## config.mk

```make
export PLATFORM = sky130hd
export DESIGN_NAME = sha256xmss_host_regs_flat
export DESIGN_NICKNAME = d
export VERILOG_FILES = /design/src/rtl/sha256xmss_host_regs_if.sv /design/src/rtl/sha256xmss_host_regs.sv /design/src/flat_wrapper.sv
export SDC_FILE = /design/constraint.sdc
export NUM_CORES = 2
export LEC_CHECK = 0
export ABC_AREA = 0
export CORE_AREA = 5 5 537 539
export CTS_CLUSTER_DIAMETER = 30
export DETAILED_ROUTE_END_ITERATION = 6
export DIE_AREA = 0 0 542 544
export PLACE_DENSITY = 0.42
export RECOVER_POWER = 100
export SKIP_LAST_GASP = 1
export SLEW_MARGIN = 10
export SYNTH_ARGS = -nofsm -noshare
export SYNTH_HDL_FRONTEND = slang
export SYNTH_SLANG_ARGS = --single-unit
```

## constraint.sdc

```tcl
create_clock -name io_mainClk -period 28.2 [get_ports io_mainClk]
set_clock_uncertainty 0.15 [all_clocks]
set_input_delay 4.23 -clock io_mainClk [delete_from_list [all_inputs] [get_ports io_mainClk]]
set_output_delay 4.23 -clock io_mainClk [all_outputs]
set_load 0.02 [all_outputs]
```

## src/rtl/sha256xmss_host_regs_if.sv

```systemverilog
//------------------------------------------------------------------------------
// Module  : sha256xmss_host_regs_if
// Brief   : Word-addressed host register bus, single-cycle read latency.
// Revision: 1.0
//------------------------------------------------------------------------------
`default_nettype none

interface sha256xmss_host_regs_if;
  logic        bus_sel;
  logic        bus_we;
  logic [5:0]  bus_addr;
  logic [31:0] bus_wdata;
  logic [31:0] bus_rdata;
  logic        bus_rvalid;

  modport master (
    output bus_sel, bus_we, bus_addr, bus_wdata,
    input  bus_rdata, bus_rvalid
  );

  modport slave (
    input  bus_sel, bus_we, bus_addr, bus_wdata,
    output bus_rdata, bus_rvalid
  );
endinterface

`default_nettype wire

```

## src/rtl/sha256xmss_host_regs.sv

```systemverilog
//------------------------------------------------------------------------------
// Module  : sha256xmss_host_regs
// Brief   : Host register file and command sequencer for the SHA-256 / XMSS core.
// Revision: 1.0
//------------------------------------------------------------------------------
`default_nettype none

module sha256xmss_host_regs (
  input  wire logic                  io_mainClk,
  input  wire logic                  io_systemReset,
  sha256xmss_host_regs_if.slave      bus,
  output logic [2:0]                 cmd_reg,
  output logic [1023:0]              input_data_reg,
  output logic                       sha256XMSS_start_reg,
  output logic                       sha256XMSS_init_iv,
  output logic                       sha256XMSS_store_intermediate,
  output logic                       sha256XMSS_continue_intermediate,
  output logic                       sha256XMSS_message_length,
  output logic                       sha256XMSS_second_block_data_available,
  output logic                       sha256_sha256_start_reg,
  output logic                       sha256_sha256_init_message,
  output logic                       sha256_sha256_init_iv,
  input  wire logic                  sha256XMSS_done,
  input  wire logic [255:0]          output_data,
  input  wire logic                  module_busy,
  output logic                       irq
);

  typedef enum logic [2:0] {
    ST_IDLE    = 3'd0,
    ST_ISSUE   = 3'd1,
    ST_WAIT_HI = 3'd2,
    ST_WAIT_LO = 3'd3,
    ST_CAPTURE = 3'd4
  } state_t;

  localparam logic [2:0] CMD_SHA  = 3'b001;
  localparam logic [2:0] CMD_XMSS = 3'b010;
  localparam logic [7:0] TMO_LAST = 8'd254;

  state_t       state_q;
  logic [7:0]   tmo_cnt_q;
  logic         go_q;
  logic [31:0]  data_q   [32];
  logic [31:0]  result_q [8];
  logic [5:0]   cmd_q;
  logic         done_q, done_d;
  logic         err_q, err_d;
  logic [31:0]  rdata_q, rdata_d;
  logic         rvalid_q;

  logic wr, rd, fsm_busy;
  logic wr_data, wr_cmd, wr_ctrl, wr_status, rd_status;
  logic busy_viol, cmd_valid, ctrl_ok, ctrl_bad, go_accept;
  logic is_xmss, xmss_done_hit, tmo_hit;

  genvar gi;
  generate
    for (gi = 0; gi < 32; gi++) begin : g_data_out
      assign input_data_reg[1023-32*gi -: 32] = data_q[gi];
    end
  endgenerate

  assign cmd_reg                                = cmd_q[2:0];
  assign sha256XMSS_message_length              = cmd_q[3];
  assign sha256XMSS_second_block_data_available = cmd_q[4];
  assign irq                                    = done_q & cmd_q[5];
  assign bus.bus_rdata                          = rdata_q;
  assign bus.bus_rvalid                         = rvalid_q;

  always_comb begin
    wr        = bus.bus_sel & bus.bus_we;
    rd        = bus.bus_sel & ~bus.bus_we;
    fsm_busy  = (state_q != ST_IDLE);
    wr_data   = wr & ~bus.bus_addr[5];
    wr_cmd    = wr & (bus.bus_addr == 6'h20);
    wr_ctrl   = wr & (bus.bus_addr == 6'h21);
    wr_status = wr & (bus.bus_addr == 6'h22);
    rd_status = rd & (bus.bus_addr == 6'h22);
    busy_viol = fsm_busy & (wr_data | wr_cmd | wr_ctrl);
    cmd_valid = (cmd_q[2:0] == CMD_SHA) | (cmd_q[2:0] == CMD_XMSS);
    ctrl_ok   = wr_ctrl & ~fsm_busy & cmd_valid;
    ctrl_bad  = wr_ctrl & ~fsm_busy & ~cmd_valid;
    go_accept = ctrl_ok & bus.bus_wdata[0];
    is_xmss       = (cmd_q[2:0] == CMD_XMSS);
    xmss_done_hit = is_xmss & sha256XMSS_done;
    tmo_hit   = (state_q == ST_WAIT_HI) & ~xmss_done_hit & ~module_busy
              & (tmo_cnt_q == TMO_LAST);
    // Sticky bits: a set in the same cycle as a clear wins.
    done_d = (state_q == ST_CAPTURE) | (done_q & ~(rd_status | go_accept));
    err_d  = ctrl_bad | busy_viol | tmo_hit | (err_q & ~(wr_status & bus.bus_wdata[2]));

    rdata_d = 32'h0;
    if (!bus.bus_addr[5])
      rdata_d = data_q[bus.bus_addr[4:0]];
    else if (bus.bus_addr == 6'h20)
      rdata_d = {26'h0, cmd_q};
    else if (bus.bus_addr == 6'h22)
      rdata_d = {28'h0, module_busy, err_q, done_q, fsm_busy};
    else if (bus.bus_addr[5:3] == 3'b101)
      rdata_d = result_q[bus.bus_addr[2:0]];
  end

  always_ff @(posedge io_mainClk) begin
    if (io_systemReset) begin
      for (int i = 0; i < 32; i++) data_q[i] <= 32'h0;
      for (int j = 0; j < 8; j++)  result_q[j] <= 32'h0;
      cmd_q    <= 6'h0;
      done_q   <= 1'b0;
      err_q    <= 1'b0;
      rdata_q  <= 32'h0;
      rvalid_q <= 1'b0;
    end else begin
      if (wr_data && !fsm_busy) data_q[bus.bus_addr[4:0]] <= bus.bus_wdata;
      if (wr_cmd && !fsm_busy)  cmd_q <= bus.bus_wdata[5:0];
      if (state_q == ST_CAPTURE)
        for (int j = 0; j < 8; j++) result_q[j] <= output_data[255-32*j -: 32];
      done_q   <= done_d;
      err_q    <= err_d;
      rvalid_q <= rd;
      rdata_q  <= rd ? rdata_d : 32'h0;
    end
  end

  always_ff @(posedge io_mainClk) begin
    if (io_systemReset) begin
      state_q                          <= ST_IDLE;
      tmo_cnt_q                        <= 8'h0;
      go_q                             <= 1'b0;
      sha256XMSS_start_reg             <= 1'b0;
      sha256XMSS_init_iv               <= 1'b0;
      sha256XMSS_store_intermediate    <= 1'b0;
      sha256XMSS_continue_intermediate <= 1'b0;
      sha256_sha256_start_reg          <= 1'b0;
      sha256_sha256_init_message       <= 1'b0;
      sha256_sha256_init_iv            <= 1'b0;
    end else begin
      // Pulses are registered on entry to ISSUE so they are high only during it.
      sha256XMSS_start_reg             <= 1'b0;
      sha256XMSS_init_iv               <= 1'b0;
      sha256XMSS_store_intermediate    <= 1'b0;
      sha256XMSS_continue_intermediate <= 1'b0;
      sha256_sha256_start_reg          <= 1'b0;
      sha256_sha256_init_message       <= 1'b0;
      sha256_sha256_init_iv            <= 1'b0;
      case (state_q)
        ST_IDLE: begin
          if (ctrl_ok) begin
            state_q <= ST_ISSUE;
            go_q    <= bus.bus_wdata[0];
            if (is_xmss) begin
              sha256XMSS_start_reg             <= bus.bus_wdata[0];
              sha256XMSS_init_iv               <= bus.bus_wdata[1];
              sha256XMSS_store_intermediate    <= bus.bus_wdata[3];
              sha256XMSS_continue_intermediate <= bus.bus_wdata[4];
            end else begin
              sha256_sha256_start_reg    <= bus.bus_wdata[0];
              sha256_sha256_init_iv      <= bus.bus_wdata[1];
              sha256_sha256_init_message <= bus.bus_wdata[2];
            end
          end
        end
        ST_ISSUE: begin
          tmo_cnt_q <= 8'h0;
          state_q   <= go_q ? ST_WAIT_HI : ST_IDLE;
        end
        ST_WAIT_HI: begin
          if (xmss_done_hit)                 state_q <= ST_CAPTURE;
          else if (module_busy)              state_q <= ST_WAIT_LO;
          else if (tmo_cnt_q == TMO_LAST)    state_q <= ST_IDLE;
          else                               tmo_cnt_q <= tmo_cnt_q + 8'd1;
        end
        ST_WAIT_LO: begin
          if (is_xmss ? sha256XMSS_done : !module_busy) state_q <= ST_CAPTURE;
        end
        ST_CAPTURE: state_q <= ST_IDLE;
        default:    state_q <= ST_IDLE;
      endcase
    end
  end

endmodule

`default_nettype wire

```

## src/flat_wrapper.sv

```systemverilog
// flat-port wrapper written by rule: the top's interface ports become plain ports
module sha256xmss_host_regs_flat 
  (io_mainClk, io_systemReset, cmd_reg, input_data_reg, sha256XMSS_start_reg, sha256XMSS_init_iv, sha256XMSS_store_intermediate, sha256XMSS_continue_intermediate, sha256XMSS_message_length, sha256XMSS_second_block_data_available, sha256_sha256_start_reg, sha256_sha256_init_message, sha256_sha256_init_iv, sha256XMSS_done, output_data, module_busy, irq, bus_bus_sel, bus_bus_we, bus_bus_addr, bus_bus_wdata, bus_bus_rdata, bus_bus_rvalid);
  sha256xmss_host_regs_if bus_i ();
  input  wire logic io_mainClk;
  input  wire logic io_systemReset;
  output logic [2:0] cmd_reg;
  output logic [1023:0] input_data_reg;
  output logic sha256XMSS_start_reg;
  output logic sha256XMSS_init_iv;
  output logic sha256XMSS_store_intermediate;
  output logic sha256XMSS_continue_intermediate;
  output logic sha256XMSS_message_length;
  output logic sha256XMSS_second_block_data_available;
  output logic sha256_sha256_start_reg;
  output logic sha256_sha256_init_message;
  output logic sha256_sha256_init_iv;
  input  wire logic sha256XMSS_done;
  input  wire logic [255:0] output_data;
  input  wire logic module_busy;
  output logic irq;
  input wire logic [$bits(bus_i.bus_sel)-1:0] bus_bus_sel;
  input wire logic [$bits(bus_i.bus_we)-1:0] bus_bus_we;
  input wire logic [$bits(bus_i.bus_addr)-1:0] bus_bus_addr;
  input wire logic [$bits(bus_i.bus_wdata)-1:0] bus_bus_wdata;
  output wire logic [$bits(bus_i.bus_rdata)-1:0] bus_bus_rdata;
  output wire logic [$bits(bus_i.bus_rvalid)-1:0] bus_bus_rvalid;
  assign bus_i.bus_sel = bus_bus_sel;
  assign bus_i.bus_we = bus_bus_we;
  assign bus_i.bus_addr = bus_bus_addr;
  assign bus_i.bus_wdata = bus_bus_wdata;
  assign bus_bus_rdata = bus_i.bus_rdata;
  assign bus_bus_rvalid = bus_i.bus_rvalid;
  sha256xmss_host_regs u_core (.io_mainClk(io_mainClk), .io_systemReset(io_systemReset), .bus(bus_i), .cmd_reg(cmd_reg), .input_data_reg(input_data_reg), .sha256XMSS_start_reg(sha256XMSS_start_reg), .sha256XMSS_init_iv(sha256XMSS_init_iv), .sha256XMSS_store_intermediate(sha256XMSS_store_intermediate), .sha256XMSS_continue_intermediate(sha256XMSS_continue_intermediate), .sha256XMSS_message_length(sha256XMSS_message_length), .sha256XMSS_second_block_data_available(sha256XMSS_second_block_data_available), .sha256_sha256_start_reg(sha256_sha256_start_reg), .sha256_sha256_init_message(sha256_sha256_init_message), .sha256_sha256_init_iv(sha256_sha256_init_iv), .sha256XMSS_done(sha256XMSS_done), .output_data(output_data), .module_busy(module_busy), .irq(irq));
endmodule
```

==> results.sh <==
export IMPL_status="finished, violations left"
export IMPL_violations="capacitance limit, slew limit"
export IMPL_max_slew_worst_pin_slew_ns=5.92
export IMPL_hold_buffers=0
export IMPL_postRouteAntennaNets=0
export IMPL_rr_endpoint="u_core.data_q[19][18]"
export IMPL_clock_power_share=0.615
export IMPL_die_x_um=542
export IMPL_drt_iter0_markers=4610
export IMPL_drcViolationCount=0
export IMPL_cp_cell_sequence="clkbuf_1, nor4_1, nand3_1, clkbuf_1, nor2_1, clkbuf_1, or2_0"
export IMPL_p_leak_nw=35.2
export IMPL_htreeDepth=5
export IMPL_max_cap_violations=90
export IMPL_first_global_vias=47000
export IMPL_min_to="u_core.state_q[1]"
export IMPL_syn_inst=4165
export IMPL_cp_end_kind="flip-flop"
export IMPL_finalCritPeriodShare=0.507
export IMPL_yosys_cell_types_count=61
export IMPL_syn_to_final_growth_pct=52.8
export IMPL_final_util=0.324
export IMPL_finalSetupViolations=0
export IMPL_grt_use_total=0.261
export IMPL_die_height_um=544
export IMPL_cpMostUsedCell="clkbuf_1"
export IMPL_path_class="input pin to flip-flop"
export IMPL_avgSynthCellArea_sq_um=14.4
export IMPL_antenna_found_initial=108
export IMPL_synthesis_nets=4467
export IMPL_ys_async_sr_fraction=0
export IMPL_place_hpwl_mm=279
export IMPL_power_total_mw=7.44
export IMPL_r2r_start="u_core.state_q[2]"
export IMPL_cts_sinks=1340
export IMPL_rows=196
export IMPL_p_comb_frac=0.072
export IMPL_yosysWarningCount=0
export IMPL_critical_path_max_stage_delay_ns=3.98
export IMPL_syn_area_sq_um=60100
export IMPL_root_buffer="clkbuf_16"
export IMPL_yosysMostFrequentCell="edfxtp_1"
export IMPL_ir_worst_vdd_uv=50.2
export IMPL_largest_reg_flops=1024
export IMPL_power_switching_mw=1.81
export IMPL_drv_slew=2746
export IMPL_cts_setup_buffers=0
export IMPL_cts_tree="built"
export IMPL_synth_top_area_share=0.639
export IMPL_largest_register="u_core.data_q"
export IMPL_path_clk_slew_ns=0.04
export IMPL_min_from="u_core.go_q"
export IMPL_fmaxAchievable_mhz=69.9
export IMPL_power_density_nw_per_um2=81.0
export IMPL_grt_max_degree=120
export IMPL_vias=45700
export IMPL_grt_overflow_total=0
export IMPL_slew_limit_headroom=-2.95
export IMPL_numCtsBuffers=398
export IMPL_drive_gt1_frac=0.141
export IMPL_avgViaCountPerCell=4.64
export IMPL_period_minus_slack_ns=14.30
export IMPL_setup_tns_ns=0
export IMPL_hold_viol=0
export IMPL_clockBufferDepth=4
export IMPL_synth_seq_cells=1340
export IMPL_hold_path_class="flip-flop to flip-flop"
export IMPL_synth_main_ff_cell="edfxtp_1"
export IMPL_reg2reg_setup_slack_ns=17.39
export IMPL_wl_per_cell_um=40.7
export IMPL_sequentialPowerShare=0.313
export IMPL_crit_required_ns=28.39
export IMPL_start_util=0.212
export IMPL_reg2regPathDepth=7
export IMPL_nNetsFinal=5999
export IMPL_whs_path_depth=2
export IMPL_synthTopCellsByCount="edfxtp_1, and2_1, mux2i_1"
export IMPL_hold_ws_ns=0.318
export IMPL_io_pins=1370
export IMPL_synth_edf_count=1280
export IMPL_p_sw_frac=0.243
export IMPL_grt_pass1_wl_mm=504
export IMPL_place_congestion=0.886
export IMPL_cp_arrival_ns=14.49
export IMPL_die_area_sq_um=295000
export IMPL_power_internal_mw=5.63
export IMPL_first_pass_iters=5
export IMPL_port_buffers=1369
export IMPL_clock_insertion_delay_worst_skew_ns=0.90
export IMPL_synth_top_area_cell="edfxtp_1"
export IMPL_crit_path_max_fanout=33
export IMPL_cts_resized=0
export IMPL_startpoint_type="input pin"
export IMPL_synth_area_leaders="edfxtp_1, and2_1, mux2i_1, mux4_2, o22ai_1"
export IMPL_ys_seq_area_frac=0.659
export IMPL_core_area_sq_um=283000
export IMPL_cp_slowest_cell="or2_0"
export IMPL_wl_mm=401
export IMPL_rsz0062_at_grt="no"
==> worst max path at each step <==
stage	slack (ns)	startpoint	end
finish	13.90	io_systemReset	u_core.data_q[19][18]
global route	13.90	io_systemReset	u_core.data_q[19][8]
CTS	19.29	bus_bus_addr[1]	u_core.bus.bus_rdata[22]
detailed placement	18.32	bus_bus_addr[1]	u_core.bus.bus_rdata[22]
global placement	18.37	bus_bus_addr[1]	u_core.bus.bus_rdata[22]
floorplan	16.45	io_systemReset	u_core.result_q[0][0]
==> per-layer routing <==
metal,vias up,global-route usage,routed length (um)
li1,18600,-,-
met1,23700,0.322,160000
met2,2746,0.441,192000
met3,684,0.0672,32600
met4,46,0.0932,16900
met5,-,0,297
==> per-stage QoR <==
stage | instances | area, sq um | setup slack (ns)
after detailed placement | 9059 | 78400 | 18.32
after CTS | 9799 | 92200 | 19.29
final | 9856 | 91800 | 13.90
after floorplan | 4165 | 60100 | 16.45
after global placement | 9055 | 78300 | 18.37
after global routing | 9808 | 91700 | 13.90
==> area by class of cell <==
| cell class | count | area [sq um] |
|---|---|---|
| Inverter | 5 | 18.8 |
| Tap cell | 3762 | 4710 |
| Antenna cell | 57 | 143 |
| Sequential cell | 1340 | 39600 |
| Clock buffer | 496 | 10600 |
| Multi-Input combinational cell | 2446 | 19100 |
| Timing Repair Buffer | 1506 | 14500 |
| Fill cell | 28100 | 192000 |
| Clock inverter | 244 | 3100 |
==> cell usage in the layout (no fill, tap or decap), drive strengths merged, types with 3 or more instances in the layout <==
master | netlist | routed
a21oi | 10 | 10
a221oi | 6 | 6
a22o | 5 | 5
a22oi | 3 | 3
a311oi | 3 | 3
a32o | 3 | 3
and2 | 1227 | 1227
buf | 117 | 89
bufinv | 0 | 60
clkbuf | 257 | 558
clkdlybuf4s50 | 0 | 262
clkinv | 0 | 160
clkinvlp | 0 | 19
dfxtp | 60 | 60
diode | 0 | 57
dlygate4sd3 | 0 | 1093
edfxtp | 1280 | 1280
inv | 5 | 10
mux2 | 5 | 5
mux2i | 477 | 477
mux4 | 100 | 100
nand2 | 21 | 21
nand2b | 8 | 8
nand3 | 7 | 7
nand4 | 3 | 3
nand4b | 4 | 4
nand4bb | 6 | 6
nor2 | 87 | 87
nor2b | 67 | 67
nor3 | 12 | 12
nor4 | 6 | 6
o21ai | 9 | 9
o22ai | 246 | 246
or2 | 37 | 37
or3 | 6 | 6
or4 | 55 | 55
or4b | 4 | 4
xnor2 | 6 | 6
==> cells by family after synthesis <==
| kind of cell | count (synthesis) | synth area share |
|---|---|---|
| muxes | 582 | 0.118 |
| DFF | 1340 | 0.659 |
| AOI/OAI and AO/OA | 294 | 0.0316 |
| and+or+nand+nor | 1562 | 0.162 |
| adders and majority gates | 2 | 0.000416 |
| xor gates and xnor gates | 6 | 0.000874 |
| buffers and inverters | 379 | 0.0280 |
==> power by group through the flow <==
stage	Combinational, mW	Clock (mW)	Sequential (mW)
2_1_floorplan	0.152	0	2.39
3_3_place_gp	0.566	0	2.36
3_5_place_dp	0.567	0	2.36
4_1_cts	0.569	4.62	2.32
5_1_grt	0.551	4.75	2.33
6_report	0.535	4.57	2.33
==> worst max-delay path, delay by kind of cell <==
family                 cells  cell delay (ns)
AND/OR/NAND/NOR            4             6.73
buffers and inverters      3             3.31
Note: power is estimated with default switching activity, not from simulation.
